### config.mk
export PLATFORM = sky130hd
export DESIGN_NAME = mips_cpu_load_store_unit
export DESIGN_NICKNAME = d
export VERILOG_FILES = /design/src/rtl/mips_cpu_load_store_unit.sv
export SDC_FILE = /design/constraint.sdc
export NUM_CORES = 1
export LEC_CHECK = 0
export CAP_MARGIN = 10
export CORE_MARGIN = 5
export CORE_UTILIZATION = 43
export CTS_CLUSTER_SIZE = 28
export DETAILED_ROUTE_END_ITERATION = 10
export PLACE_DENSITY = 0.82
export SYNTH_ARGS = -nofsm -noshare
export SYNTH_HDL_FRONTEND = slang
export SYNTH_SLANG_ARGS = --single-unit
### constraint.sdc
create_clock -name clk -period 3.2 [get_ports clk]
set_clock_uncertainty 0.2 [all_clocks]
set_input_delay 0.64 -clock clk [delete_from_list [all_inputs] [get_ports clk]]
set_output_delay 0.64 -clock clk [all_outputs]
set_load 0.05 [all_outputs]
### src/rtl/mips_cpu_load_store_unit.sv
// -----------------------------------------------------------------------------
// mips_cpu_load_store_unit
//
// Memory-access stage of the MIPS CPU. Accepts one load/store per request,
// checks alignment, drives one Avalon-style bus transfer (word address,
// byteenable, lane-shifted write data including swl/swr), waits out
// waitrequest and returns the raw memory word for loads. Lane extraction and
// sign extension happen downstream in the register file.
//
// Ports
//   clk, resetn          clock, synchronous active-low reset
//   i_req_valid          datapath presents a memory instruction
//   o_req_ready          high only while idle; accept on valid && ready
//   i_req_opcode[5:0]    MIPS opcode
//   i_req_addr[31:0]     effective byte address
//   i_req_storedata      rt value for stores (ignored for loads)
//   o_resp_valid         one-cycle completion pulse
//   o_resp_loaddata      raw memory word for loads, 0 for stores/faults
//   o_resp_addr_lo[1:0]  low address bits of the completed request
//   o_resp_fault         misaligned or non-memory opcode (no bus cycle)
//   o_address            bus word address
//   o_read, o_write      bus strobes (registered, mutually exclusive)
//   o_byteenable[3:0]    bus lane enables, bit n = data bits [8n+7:8n]
//   o_writedata          bus write data
//   i_waitrequest        bus stall
//   i_readdata           bus read data, valid on the completing edge
// -----------------------------------------------------------------------------
module mips_cpu_load_store_unit (
    input  logic        clk,
    input  logic        resetn,
    input  logic        i_req_valid,
    output logic        o_req_ready,
    input  logic [5:0]  i_req_opcode,
    input  logic [31:0] i_req_addr,
    input  logic [31:0] i_req_storedata,
    output logic        o_resp_valid,
    output logic [31:0] o_resp_loaddata,
    output logic [1:0]  o_resp_addr_lo,
    output logic        o_resp_fault,
    output logic [31:0] o_address,
    output logic        o_read,
    output logic        o_write,
    output logic [3:0]  o_byteenable,
    output logic [31:0] o_writedata,
    input  logic        i_waitrequest,
    input  logic [31:0] i_readdata
);

    localparam logic [5:0] OP_LB  = 6'b100000;
    localparam logic [5:0] OP_LH  = 6'b100001;
    localparam logic [5:0] OP_LWL = 6'b100010;
    localparam logic [5:0] OP_LW  = 6'b100011;
    localparam logic [5:0] OP_LBU = 6'b100100;
    localparam logic [5:0] OP_LHU = 6'b100101;
    localparam logic [5:0] OP_LWR = 6'b100110;
    localparam logic [5:0] OP_SB  = 6'b101000;
    localparam logic [5:0] OP_SH  = 6'b101001;
    localparam logic [5:0] OP_SWL = 6'b101010;
    localparam logic [5:0] OP_SW  = 6'b101011;
    localparam logic [5:0] OP_SWR = 6'b101110;

    typedef enum logic [1:0] {
        S_IDLE  = 2'd0,
        S_READ  = 2'd1,
        S_WRITE = 2'd2,
        S_RESP  = 2'd3
    } state_t;

    state_t      r_state;
    state_t      w_state_next;

    logic        r_read;
    logic        r_write;
    logic [31:0] r_address;
    logic [3:0]  r_byteenable;
    logic [31:0] r_writedata;
    logic [1:0]  r_addr_lo;
    logic [31:0] r_resp_loaddata;
    logic [1:0]  r_resp_addr_lo;
    logic        r_resp_fault;

    logic [1:0]  w_a;
    logic [1:0]  w_inv_a;
    logic        w_is_load;
    logic        w_is_store;
    logic        w_misaligned;
    logic        w_fault;
    logic [3:0]  w_be;
    logic [31:0] w_wd;

    // Request decode: classify the opcode and form the bus lanes straight
    // from the request inputs so they can be registered on the accept edge.
    always_comb begin
        w_a          = i_req_addr[1:0];
        w_inv_a      = 2'd3 - w_a;
        w_is_load    = 1'b0;
        w_is_store   = 1'b0;
        w_misaligned = 1'b0;
        w_be         = 4'b1111;
        w_wd         = 32'd0;
        case (i_req_opcode)
            OP_LB, OP_LBU, OP_LWL, OP_LWR: begin
                w_is_load = 1'b1;
            end
            OP_LH, OP_LHU: begin
                w_is_load    = 1'b1;
                w_misaligned = w_a[0];
            end
            OP_LW: begin
                w_is_load    = 1'b1;
                w_misaligned = (w_a != 2'd0);
            end
            OP_SB: begin
                w_is_store = 1'b1;
                w_be       = 4'b0001 << w_a;
                w_wd       = {4{i_req_storedata[7:0]}};
            end
            OP_SH: begin
                w_is_store   = 1'b1;
                w_misaligned = w_a[0];
                w_be         = w_a[1] ? 4'b1100 : 4'b0011;
                w_wd         = {2{i_req_storedata[15:0]}};
            end
            OP_SW: begin
                w_is_store   = 1'b1;
                w_misaligned = (w_a != 2'd0);
                w_wd         = i_req_storedata;
            end
            // swl writes the top (a+1) bytes of rt into lanes a..0.
            OP_SWL: begin
                w_is_store = 1'b1;
                w_be       = 4'b1111 >> w_inv_a;
                w_wd       = i_req_storedata >> {w_inv_a, 3'b000};
            end
            // swr writes the low (4-a) bytes of rt into lanes a..3.
            OP_SWR: begin
                w_is_store = 1'b1;
                w_be       = 4'b1111 << w_a;
                w_wd       = i_req_storedata << {w_a, 3'b000};
            end
            default: ;
        endcase
        w_fault = !(w_is_load || w_is_store) || w_misaligned;
    end

    // State register.
    always_ff @(posedge clk) begin
        if (!resetn) begin
            r_state <= S_IDLE;
        end else begin
            r_state <= w_state_next;
        end
    end

    // Next-state and state-decoded handshake outputs.
    always_comb begin
        w_state_next = r_state;
        o_req_ready  = 1'b0;
        o_resp_valid = 1'b0;
        case (r_state)
            S_IDLE: begin
                o_req_ready = 1'b1;
                if (i_req_valid) begin
                    if (w_fault)        w_state_next = S_RESP;
                    else if (w_is_load) w_state_next = S_READ;
                    else                w_state_next = S_WRITE;
                end
            end
            S_READ, S_WRITE: begin
                if (!i_waitrequest) w_state_next = S_RESP;
            end
            S_RESP: begin
                o_resp_valid = 1'b1;
                w_state_next = S_IDLE;
            end
            default: w_state_next = S_IDLE;
        endcase
    end

    // Bus and response registers. Bus outputs change only on accept and on
    // completion, so they stay stable across waitrequest. Response fields are
    // written only when entering RESP and hold until the next response.
    always_ff @(posedge clk) begin
        if (!resetn) begin
            r_read          <= 1'b0;
            r_write         <= 1'b0;
            r_address       <= 32'd0;
            r_byteenable    <= 4'd0;
            r_writedata     <= 32'd0;
            r_addr_lo       <= 2'd0;
            r_resp_loaddata <= 32'd0;
            r_resp_addr_lo  <= 2'd0;
            r_resp_fault    <= 1'b0;
        end else begin
            case (r_state)
                S_IDLE: begin
                    if (i_req_valid) begin
                        if (w_fault) begin
                            r_resp_fault    <= 1'b1;
                            r_resp_loaddata <= 32'd0;
                            r_resp_addr_lo  <= i_req_addr[1:0];
                        end else begin
                            r_read       <= w_is_load;
                            r_write      <= w_is_store;
                            r_address    <= {i_req_addr[31:2], 2'b00};
                            r_byteenable <= w_be;
                            r_writedata  <= w_wd;
                            r_addr_lo    <= i_req_addr[1:0];
                        end
                    end
                end
                S_READ: begin
                    if (!i_waitrequest) begin
                        r_read          <= 1'b0;
                        r_resp_loaddata <= i_readdata;
                        r_resp_addr_lo  <= r_addr_lo;
                        r_resp_fault    <= 1'b0;
                    end
                end
                S_WRITE: begin
                    if (!i_waitrequest) begin
                        r_write         <= 1'b0;
                        r_resp_loaddata <= 32'd0;
                        r_resp_addr_lo  <= r_addr_lo;
                        r_resp_fault    <= 1'b0;
                    end
                end
                default: ;
            endcase
        end
    end

    assign o_read          = r_read;
    assign o_write         = r_write;
    assign o_address       = r_address;
    assign o_byteenable    = r_byteenable;
    assign o_writedata     = r_writedata;
    assign o_resp_loaddata = r_resp_loaddata;
    assign o_resp_addr_lo  = r_resp_addr_lo;
    assign o_resp_fault    = r_resp_fault;

endmodule

==> metrics.md <==
| Metric | Value |
|---|---|
| Outcome | finished clean |
| Crit path launch type | input pin |
| Fmax | 331 MHz |
| Die area | ~0.015 mm^2 |
| Placed wire-length estimate | 13800 um |
| Clock power frac | 26.0% |
| Largest net degree at the start of global routing | 68 |
| Via Count | 5847 |
| Non-Filler Instances | a little under 1000 |
| Initial antenna violation count | 0 |
| Sequential power share | 34.0% |
| # rows | 41 |
| Later-pin clock latency in the skew report | 340 ps |
| Setup Total Neg Slack | 0 ps |
| Critical-path top delay cell | a31oi_4 |
| CTS tree | done |
| First-pass GRT wire length | 29500 um |
| CP Data Arrival Time | 3090 ps |
| Internal power | 2670 uW |
| Post-synth top area share | 39.0% |
| Setup violations, final | 0 |
| Post-layout minimum cycle time | 3020 ps |
| GPL Wtd Cong | 0.926 |
| Reg2Reg Setup Slack | 680 ps |
| Crit Path Class | in2reg |
| Crit Reg-Reg Endpoint | o_resp_loaddata[2] |
| # diodes | 0 |
| Worst slew pin tran | 918 ps |
| Cts bufs inserted | 9 |
| Total track usage | approximately 24% |
| Total grt overflow | 0 |
| Flops & latches, synth | 107 |
| Max Slew Vio Count | 0 |
| Setup Fix Bufs, Post-CTS | 0 |
| Crit-path max FO | 33 |
| Ranking of synthesized cells by area | dfxtp_1 39%, a21boi_1 8.9%, nand2_1 5.3% |
| Area growth from synthesis to layout | 47.5% |
| Drt initial violations | 622 |
| Htree depth | 3 |
| DRC | 0 |
| Fin Hold WS | 254 ps |
| Asr flop ratio synth | 0% |
| Syn Area/Cell | approximately 9 um^2 |
| Psw | 1740 uW |
| Total Nets Final | ~910 |
| Via/cell ratio | between 5 and 6 |
| Post-synth EDFFs | 0 |
| Cts repair resizes | 0 |
| Buffers & Inverters on Critical Path | 1 |
| Peak supply drop | 0.366 mV |
| Pwr dens | around 540 mW/mm^2 |
| Final worst path period share | between 90 and 100% |
| Initial Utilization | about 44% |
| Post-Syn Instances | 615 |
| DR WL/cell | 19.3 um |
| Cell taking the most area after synthesis | dfxtp_1 |
| Hold buffers post-CTS | 0 |
| Clk buf depth | 2 |
| Sw Share | between 30% and 40% |
| # placed instances | 959 |
| Clk slew on worst S/H paths | roughly 70 ps |
| Required time of the critical path | 3270 ps |
| Ys flop type | dfxtp_1 |
| Core area | 0.0126 mm^2 |
| Warnings, synthesis | 0 |
| Clock root cell | clkbuf_16 |
| Lkg Pwr | 0.00271 uW |
| Worst R2R Path Depth | 8 |
| Clk sink count | 107 |
| Worst hold path startpoint | o_address[20] |
| Final Hold Vio Count | 0 |
| RSZ-0062 raised after global routing | false |
| Slew margin rel. | 38.8% |
| Max-cap check violation count | 0 |
| DR pass1 iterations | 5 |
| Die Wd | 123 um |
| CP max stage delay | around 770 ps |
| Synth cell types | 59 |
| Die H | 123 um |
| Count leader, synth | dfxtp_1 |
| Worst Hold Class | reg2reg |
| Critical path origin | i_req_opcode[4] |
| Crit path max-delay family | compound AO/OA/AOI/OAI gates |
| Vias in the first global route | 5690 |
| Num ports | around 210 |
| Hold path cells | 2 |
| Wirelength, routed | 18900 um |
| Hold EP | o_address[20] |
| Worst setup EP type | register |
| Buffers on Ports | 210 |
| Final ANT Viol Nets | 0 |
| Commonest cells post-synth | 107 x dfxtp_1, 77 x nand2_1, 65 x a21boi_1, 45 x o21ai_0, 41 x clkbuf_1 |
| Comb pwr share | approximately two fifths |
| Reg-to-Reg Start | r_state[1] |
| Area of the mapped netlist | 0.00549 mm^2 |
| Layout cells sized above 1 | 9.96% |
| Seq/Total Area, Yosys | 39.0% |
| Crit-path cells | clkdlybuf4s50_1 -> nand2b_1 -> or4_4 -> a31oi_4 -> o2111ai_1 -> a21boi_1 |
-- per-stage QoR --
stage	cell area, um^2	power (uW)	worst slack [ps]	util [%]
global placement	7790	3230	2.62	62.0
global route	8100	4610	33.6	64.4
CTS	8100	4420	214	64.4
floorplan	5490	2680	729	-
detailed placement	7790	3270	-148	62.0
finish	8100	4410	180	64.4
-- tightest hold or removal path: stages (launching register included) --
cell and delay (ps):
dfxtp_1 310, nand2_1 50, a21boi_1 50
-- metal layers --
| metal | global-route usage, % | vias to the layer above | share of wire [%] | wire (um) |
|---|---|---|---|---|
| met1 | 29.0 | 2791 | 39 | 7310 |
| met2 | 42.1 | 310 | 50 | 9340 |
| li1 | - | 2705 | - | - |
| met5 | 0 | - | 0 | 0 |
| met4 | 9.13 | 0 | 2.9 | 546 |
| met3 | 6.27 | 41 | 8.8 | 1660 |
-- placed cells by master (no fill, tap or decap), types with 4 or more instances in the layout --
cell / n
inv_1: 4
nand2_1: 77
a32oi_1: 10
o21ai_1: 29
a21boi_1: 65
mux2_2: 11
o2111ai_1: 32
nand2b_1: 5
o21ai_0: 44
clkdlybuf4s50_1: 209
a31oi_1: 10
dfxtp_1: 107
mux2i_1: 4
buf_12: 5
ha_1: 4
buf_4: 26
nor2_1: 4
mux4_2: 8
clkbuf_16: 9
a222oi_1: 8
a22o_1: 16
nor2b_1: 7
nand3_1: 28
a22oi_1: 17
a221oi_1: 8
-- layout make-up --
class,count,area [um^2]
timing repair buffer,241,2390
sequential,107,2140
multi-input combinational,435,3030
clock buffer,9,225
clock inverter,7,81.3
fill,1074,4470
tap,172,215
inverter,4,15.0
-- power by group through the flow --
stage	Clock, uW	Combinational [uW]	Sequential, uW
6_report	1150	1760	1500
3_3_place_gp	0	1710	1520
4_1_cts	1170	1750	1500
2_1_floorplan	0	851	1830
5_1_grt	1220	1870	1510
3_5_place_dp	0	1740	1530
-- flip-flops by register name, summed over array words and instances, names as in the netlist --
register,cells
o_byteenable,4
o_writedata,32
o_read,1
r_state,2
o_address,30
o_resp_loaddata,32
o_write,1
r_addr_lo,2
o_resp_addr_lo,2
o_resp_fault,1
-- how the worst max path moves through the flow --
stage,depth (start not counted),to,slack (ps)
final,6,o_resp_loaddata[23],180
after global routing,6,o_resp_loaddata[2],30
after CTS,6,o_resp_loaddata[23],210
after detailed placement,6,o_resp_loaddata[23],-150
after global placement,6,o_resp_loaddata[27],3
after floorplan,8,o_writedata[8],730
-- cell families (layout without fill, tap and decap cells) --
group                    count (synthesis)  after routing  synth area share [%]
AO/OA/AOI/OAI                          258            258                  33.9
adder cells (fa/ha/maj)                  4              4                 0.912
multiplexers                            23             23                  6.27
flip-flops                             107            107                  39.0
AND/OR/NAND/NOR                        148            148                  13.7
other                                    1              2                0.0683
buffers and inverters                   74            261                  6.15
Note: power is estimated with default switching activity, not from simulation.
==> edit 1: new RTL, same flow settings <==
Put one more register stage on the output `o_resp_fault`, with the module's reset. The value now appears one clock later. The other outputs are not delayed to match. Comments in the files are not updated.
--- a/src/rtl/mips_cpu_load_store_unit.sv
+++ b/src/rtl/mips_cpu_load_store_unit.sv
@@ -237,7 +237,13 @@
     assign o_writedata     = r_writedata;
     assign o_resp_loaddata = r_resp_loaddata;
     assign o_resp_addr_lo  = r_resp_addr_lo;
-    assign o_resp_fault    = r_resp_fault;
+    always_ff @(posedge clk) begin
+        if (!resetn) begin
+            o_resp_fault <= '0;
+        end else begin
+            o_resp_fault <= r_resp_fault;
+        end
+    end
 
 endmodule
 
Behaviour: not the same (a bounded check fails within 4 cycles, from zero or initial values and one cycle with resetn low).
==> edit 1 against the original RTL <==
Synthesized area increased by 0.64%; global-route usage decreased by 1.2 points; wire length decreased by 4.5%; first-iteration DRC count decreased by 5.5%; total power increased by 2.0%; largest cell class unchanged; critical endpoint is now o_req_ready; maximum frequency increased by 5.1%; setup slack improved by 0.15 ns; sequential cell count increased by 1; cell count increased by 3.0%; register-to-register slack about the same; design area increased by 1.4%.
==> edit 1: results (changes against the original RTL) <==
Status
  • Status: finished clean (unchanged)

Drt
  • Initial DRC count: 588 (was 622)
  • WL met2: 8427 um (was 9344 um)
  • Wl on met1: 7324 um (was 7314 um)

Power and ir drop
  • Gate power share: 39.4% (was 40.0%)
  • Internal Power: 0.002837 W (was 0.002668 W)
  • Flop pwr share: 34.6% (was 34.0%)

Place
  • Placed standard-cell area: 0.007895 sq mm (was 0.007790 sq mm)
  • GPL Wtd Cong: 0.9209 (was 0.9260)
  • Final HPWL DP: 13050 um (was 13760 um)
  • Pre-CTS WS: 0.05113 ns (was -0.1476 ns)

Critical path
  • Kind of cell adding the most delay to the critical path: buffers and inverters (was compound AO/OA/AOI/OAI gates)
  • RR Endpoint: o_address[2]$_SDFFE_PN0P_ (was o_resp_loaddata[2]$_SDFFE_PN0P_)
  • Max incr delay on CP: 0.89 ns (was 0.77 ns)
  • Arrival time of the worst setup path: 2.04 ns (was 3.09 ns)
  • CP startpoint kind: flip-flop (was input pin)

Logic synthesis
  • Top cells by count, synth: 123 x nand2_1, 108 x dfxtp_1, 48 x mux2i_1, 41 x o21ai_0, 36 x nand3_1 (was 107 x dfxtp_1, 77 x nand2_1, 65 x a21boi_1, 45 x o21ai_0, 41 x clkbuf_1)
  • Synth Area in Adders: 0.9058% (was 0.9116%)
  • Area contributors post-synth: dfxtp_1 39%, mux2i_1 8.7%, nand2_1 8.4%, a21boi_1 4.3%, o21ai_0 3.7% (was dfxtp_1 39%, a21boi_1 8.9%, nand2_1 5.3%, o2111ai_1 5.1%, o21ai_0 4.1%)
  • Syn Inst Count: 635 (was 615)
  • Post-synthesis sequential area ratio: 39.13% (was 39.02%)

Timing
  • Max-slew headroom: 33.53% (was 38.80%)
  • Final hold slack: 0.2544 ns (was 0.2535 ns)

Global routing
  • Number of global-route vias before repair: 5604 (was 5690)
  • GRT Total Usage: 23.12% (was 24.31%)
  • First-pass GRT wire length: 28150 um (was 29500 um)

Finish
  • Area grow syn2layout: 48.53% (was 47.47%)
  • Layout cell share with drive strength beyond 1: 8.654% (was 9.963%)
-- edit 1: cell count changes after synthesis, sizes merged, moves of 10 or more --
| cell | delta |
|---|---|
| nor2 | +14 |
| nand2 | +46 |
| o2111ai | -29 |
| o21ai | -27 |
| a21boi | -32 |
| mux2i | +44 |
| a22o | -12 |
| a21oi | +24 |
| a31oi | -10 |
-- edit 1: cell type report --
type                            instances  share of cell area, %
Clock buffer                           12                  3.125
Clock inverter                          4                 0.6708
Inverter                                8                 0.3659
Multi-Input combinational cell        461                  37.57
Sequential cell                       108                  26.35
Tap cell                              172                  2.622
Timing Repair Buffer                  239                  29.30
-- edit 1: kinds of logic (layout without fill, tap and decap cells) --
| group | after synthesis | after routing |
|---|---|---|
| muxes | 62 | 62 |
| adders and majority gates | 4 | 4 |
| other | 1 | 2 |
| buffers and inverters | 67 | 263 |
| AOI/OAI and AO/OA | 187 | 187 |
| DFF | 108 | 108 |
| and+or+nand+nor | 206 | 206 |
-- edit 1: how the worst max path moves through the flow --
stage                                       end  slack (ns)  cells after the start
5_1_grt             o_writedata[0]$_SDFFE_PN0P_        0.23                      7
3_5_place_dp   o_resp_loaddata[28]$_SDFFE_PN0P_        0.05                      8
2_1_floorplan       o_writedata[7]$_SDFFE_PN0P_        0.59                     10
4_1_cts                             o_req_ready        0.34                      3
3_3_place_gp          o_address[2]$_SDFFE_PN0P_        0.09                      7
6_report                            o_req_ready        0.32                      3
-- edit 1: worst min-delay path, delay by kind of cell (launching register included) --
family	cells	cell delay (ns)
AND/OR/NAND/NOR	1	0.05
AO/OA/AOI/OAI	1	0.05
flip-flops	1	0.31
-- edit 1: per-layer routing --
metal	vias to the layer above	GRT usage, %
li1	2698	-
met4	0	10.80
met2	304	36.94
met3	59	4.803
met5	-	0
met1	2714	29.94
==> edit 2: new RTL, config.mk and constraints unchanged <==
Without the edit above. The 4 states of `state_t` get a Gray code encoding in 2 bits.
--- a/src/rtl/mips_cpu_load_store_unit.sv
+++ b/src/rtl/mips_cpu_load_store_unit.sv
@@ -60,10 +60,10 @@
     localparam logic [5:0] OP_SWR = 6'b101110;
 
     typedef enum logic [1:0] {
-        S_IDLE  = 2'd0,
-        S_READ  = 2'd1,
-        S_WRITE = 2'd2,
-        S_RESP  = 2'd3
+        S_IDLE  = 2'b00,
+        S_READ  = 2'b01,
+        S_WRITE = 2'b11,
+        S_RESP  = 2'b10
     } state_t;
 
     state_t      r_state;
Behaviour: no difference found for any inputs over 4 cycles, from zero or initial values and one cycle with resetn low; so few cycles prove little.
==> edit 2 against the original RTL <==
Synthesized area is 0.52% higher; wire length is 3.6% higher; maximum frequency is 7.0% higher; design area is 0.82% lower; sequential cell count stayed put; setup slack better by 0.20 ns; critical path type unchanged; largest cell class unchanged.
Power is not compared: it rests on default switching activity, and its combinational part moved more than twofold at a synthesized area within 25%.
==> edit 2: results (changes against the original RTL) <==
Status
  • Status: finished clean (unchanged)

Drt
  • Vias/cell: 6.056 (was 5.997)
  • Via count: 5741 (was 5847)
  • Initial DRC count: 488 (was 622)
  • Wire per inst: 20.62 um (was 19.35 um)

Critical path
  • Kind of cell adding the most delay to the critical path: buffers and inverters (was compound AO/OA/AOI/OAI gates)
  • Arrival time of the worst setup path: 2.89 ns (was 3.09 ns)
  • CP max-delay cell: clkdlybuf4s50_1 (was a31oi_4)
  • Worst Setup SP: i_req_opcode[1] (was i_req_opcode[4])
  • Setup crit end: o_writedata[1]$_SDFFE_PN0P_ (was o_resp_loaddata[23]$_SDFFE_PN0P_)
  • FF-to-FF setup slack: 1.03 ns (was 0.68 ns)
  • Max incr delay on CP: 0.70 ns (was 0.77 ns)
  • RR Endpoint: o_writedata[13]$_SDFFE_PN0P_ (was o_resp_loaddata[2]$_SDFFE_PN0P_)
  • Max Fanout on Critical Path: 9 (was 33)
  • Reg2reg path depth: 4 (was 8)
  • FF-to-FF Start: r_state[0]$_SDFFE_PN0P_ (was r_state[1]$_SDFFE_PN0P_)

Logic synthesis
  • Top cells by count, synth: 107 x dfxtp_1, 59 x a21oi_1, 51 x nand3_1, 35 x mux2i_1, 34 x o21ai_0 (was 107 x dfxtp_1, 77 x nand2_1, 65 x a21boi_1, 45 x o21ai_0, 41 x clkbuf_1)
  • Syn Inst Count: 589 (was 615)
  • Post-synthesis sequential area ratio: 38.81% (was 39.02%)
  • Count of cell types in the netlist: 63 (was 59)
  • Area contributors post-synth: dfxtp_1 39%, mux2i_1 6.3%, a21oi_1 5.4%, a22o_1 5.1%, nand3_1 4.6% (was dfxtp_1 39%, a21boi_1 8.9%, nand2_1 5.3%, o2111ai_1 5.1%, o21ai_0 4.1%)

Global routing
  • Number of global-route vias before repair: 5557 (was 5690)
  • First-pass GRT wire length: 29560 um (was 29500 um)
  • GRT Total Usage: 24.79% (was 24.31%)
  • Largest net degree at the start of global routing: 51 (was 68)

Finish
  • Layout Nets: 878 (was 908)
  • Layout cell share with drive strength beyond 1: 10.05% (was 9.963%)
  • Layout filler cell count: 1083 (was 1074)

Timing
  • Worst-Margin Slew: 0.8529 ns (was 0.9180 ns)

Place
  • Final HPWL DP: 14150 um (was 13760 um)
  • GPL Wtd Cong: 0.9748 (was 0.9260)

Hold path
  • Hold path endpoint: o_resp_addr_lo[0]$_SDFFE_PN0P_ (was o_address[20]$_SDFFE_PN0P_)
  • Worst min-delay path startpoint: o_resp_addr_lo[0]$_SDFFE_PN0P_ (was o_address[20]$_SDFFE_PN0P_)
-- edit 2: final cells by class --
| class | count | area [sq um] | share of cell area (%) |
|---|---|---|---|
| inverter | 4 | 15.01 | 0.1870 |
| timing repair buffer | 240 | 2360 | 29.39 |
| clock inverter | 6 | 60.06 | 0.7479 |
| multi-input combinational | 410 | 3013 | 37.52 |
| sequential | 107 | 2142 | 26.67 |
| tap | 172 | 215.2 | 2.680 |
| clock buffer | 9 | 225.2 | 2.805 |
-- edit 2: cell families (layout without fill, tap and decap cells) --
kind of cell	count (synthesis)	in the layout	synth area share [%]
AOI/OAI and AO/OA	259	259	34.94
muxes	43	43	8.229
other	1	2	0.06795
xor gates and xnor gates	1	1	0.1587
and+or+nand+nor	105	105	11.02
buffers and inverters	73	259	6.779
DFF	107	107	38.81
-- edit 2: routing by layer --
metal / wire length (um) / vias to the layer above / share of wire [%] / global-route usage, %
li1: - / 2656 / - / -
met3: 1864 / 37 / 9.5 / 6.953
met4: 394 / 0 / 2.0 / 9.273
met2: 9427 / 331 / 48 / 39.11
met1: 7864 / 2717 / 40 / 32.33
met5: 0 / - / 0 / 0
-- edit 2: worst min-delay path, cell delays in order, from the launching register on --
cell     delay (ns)
dfxtp_1        0.31
nand2_1        0.05
mux2i_1        0.05
-- edit 2: stage by stage --
stage	power (W)	hold WS (ns)	setup slack (ns)	util, %	instance area [sq um]
detailed placement	0.002121	0.2553	0.09023	61.37	7745
CTS	0.003177	0.2696	0.4373	63.63	8030
finish	0.003169	0.2678	0.3768	63.63	8030
floorplan	0.001822	0.2483	1.039	-	5523
global route	0.003287	0.2928	0.3324	63.63	8030
global placement	0.002107	0.2470	0.1232	61.37	7745
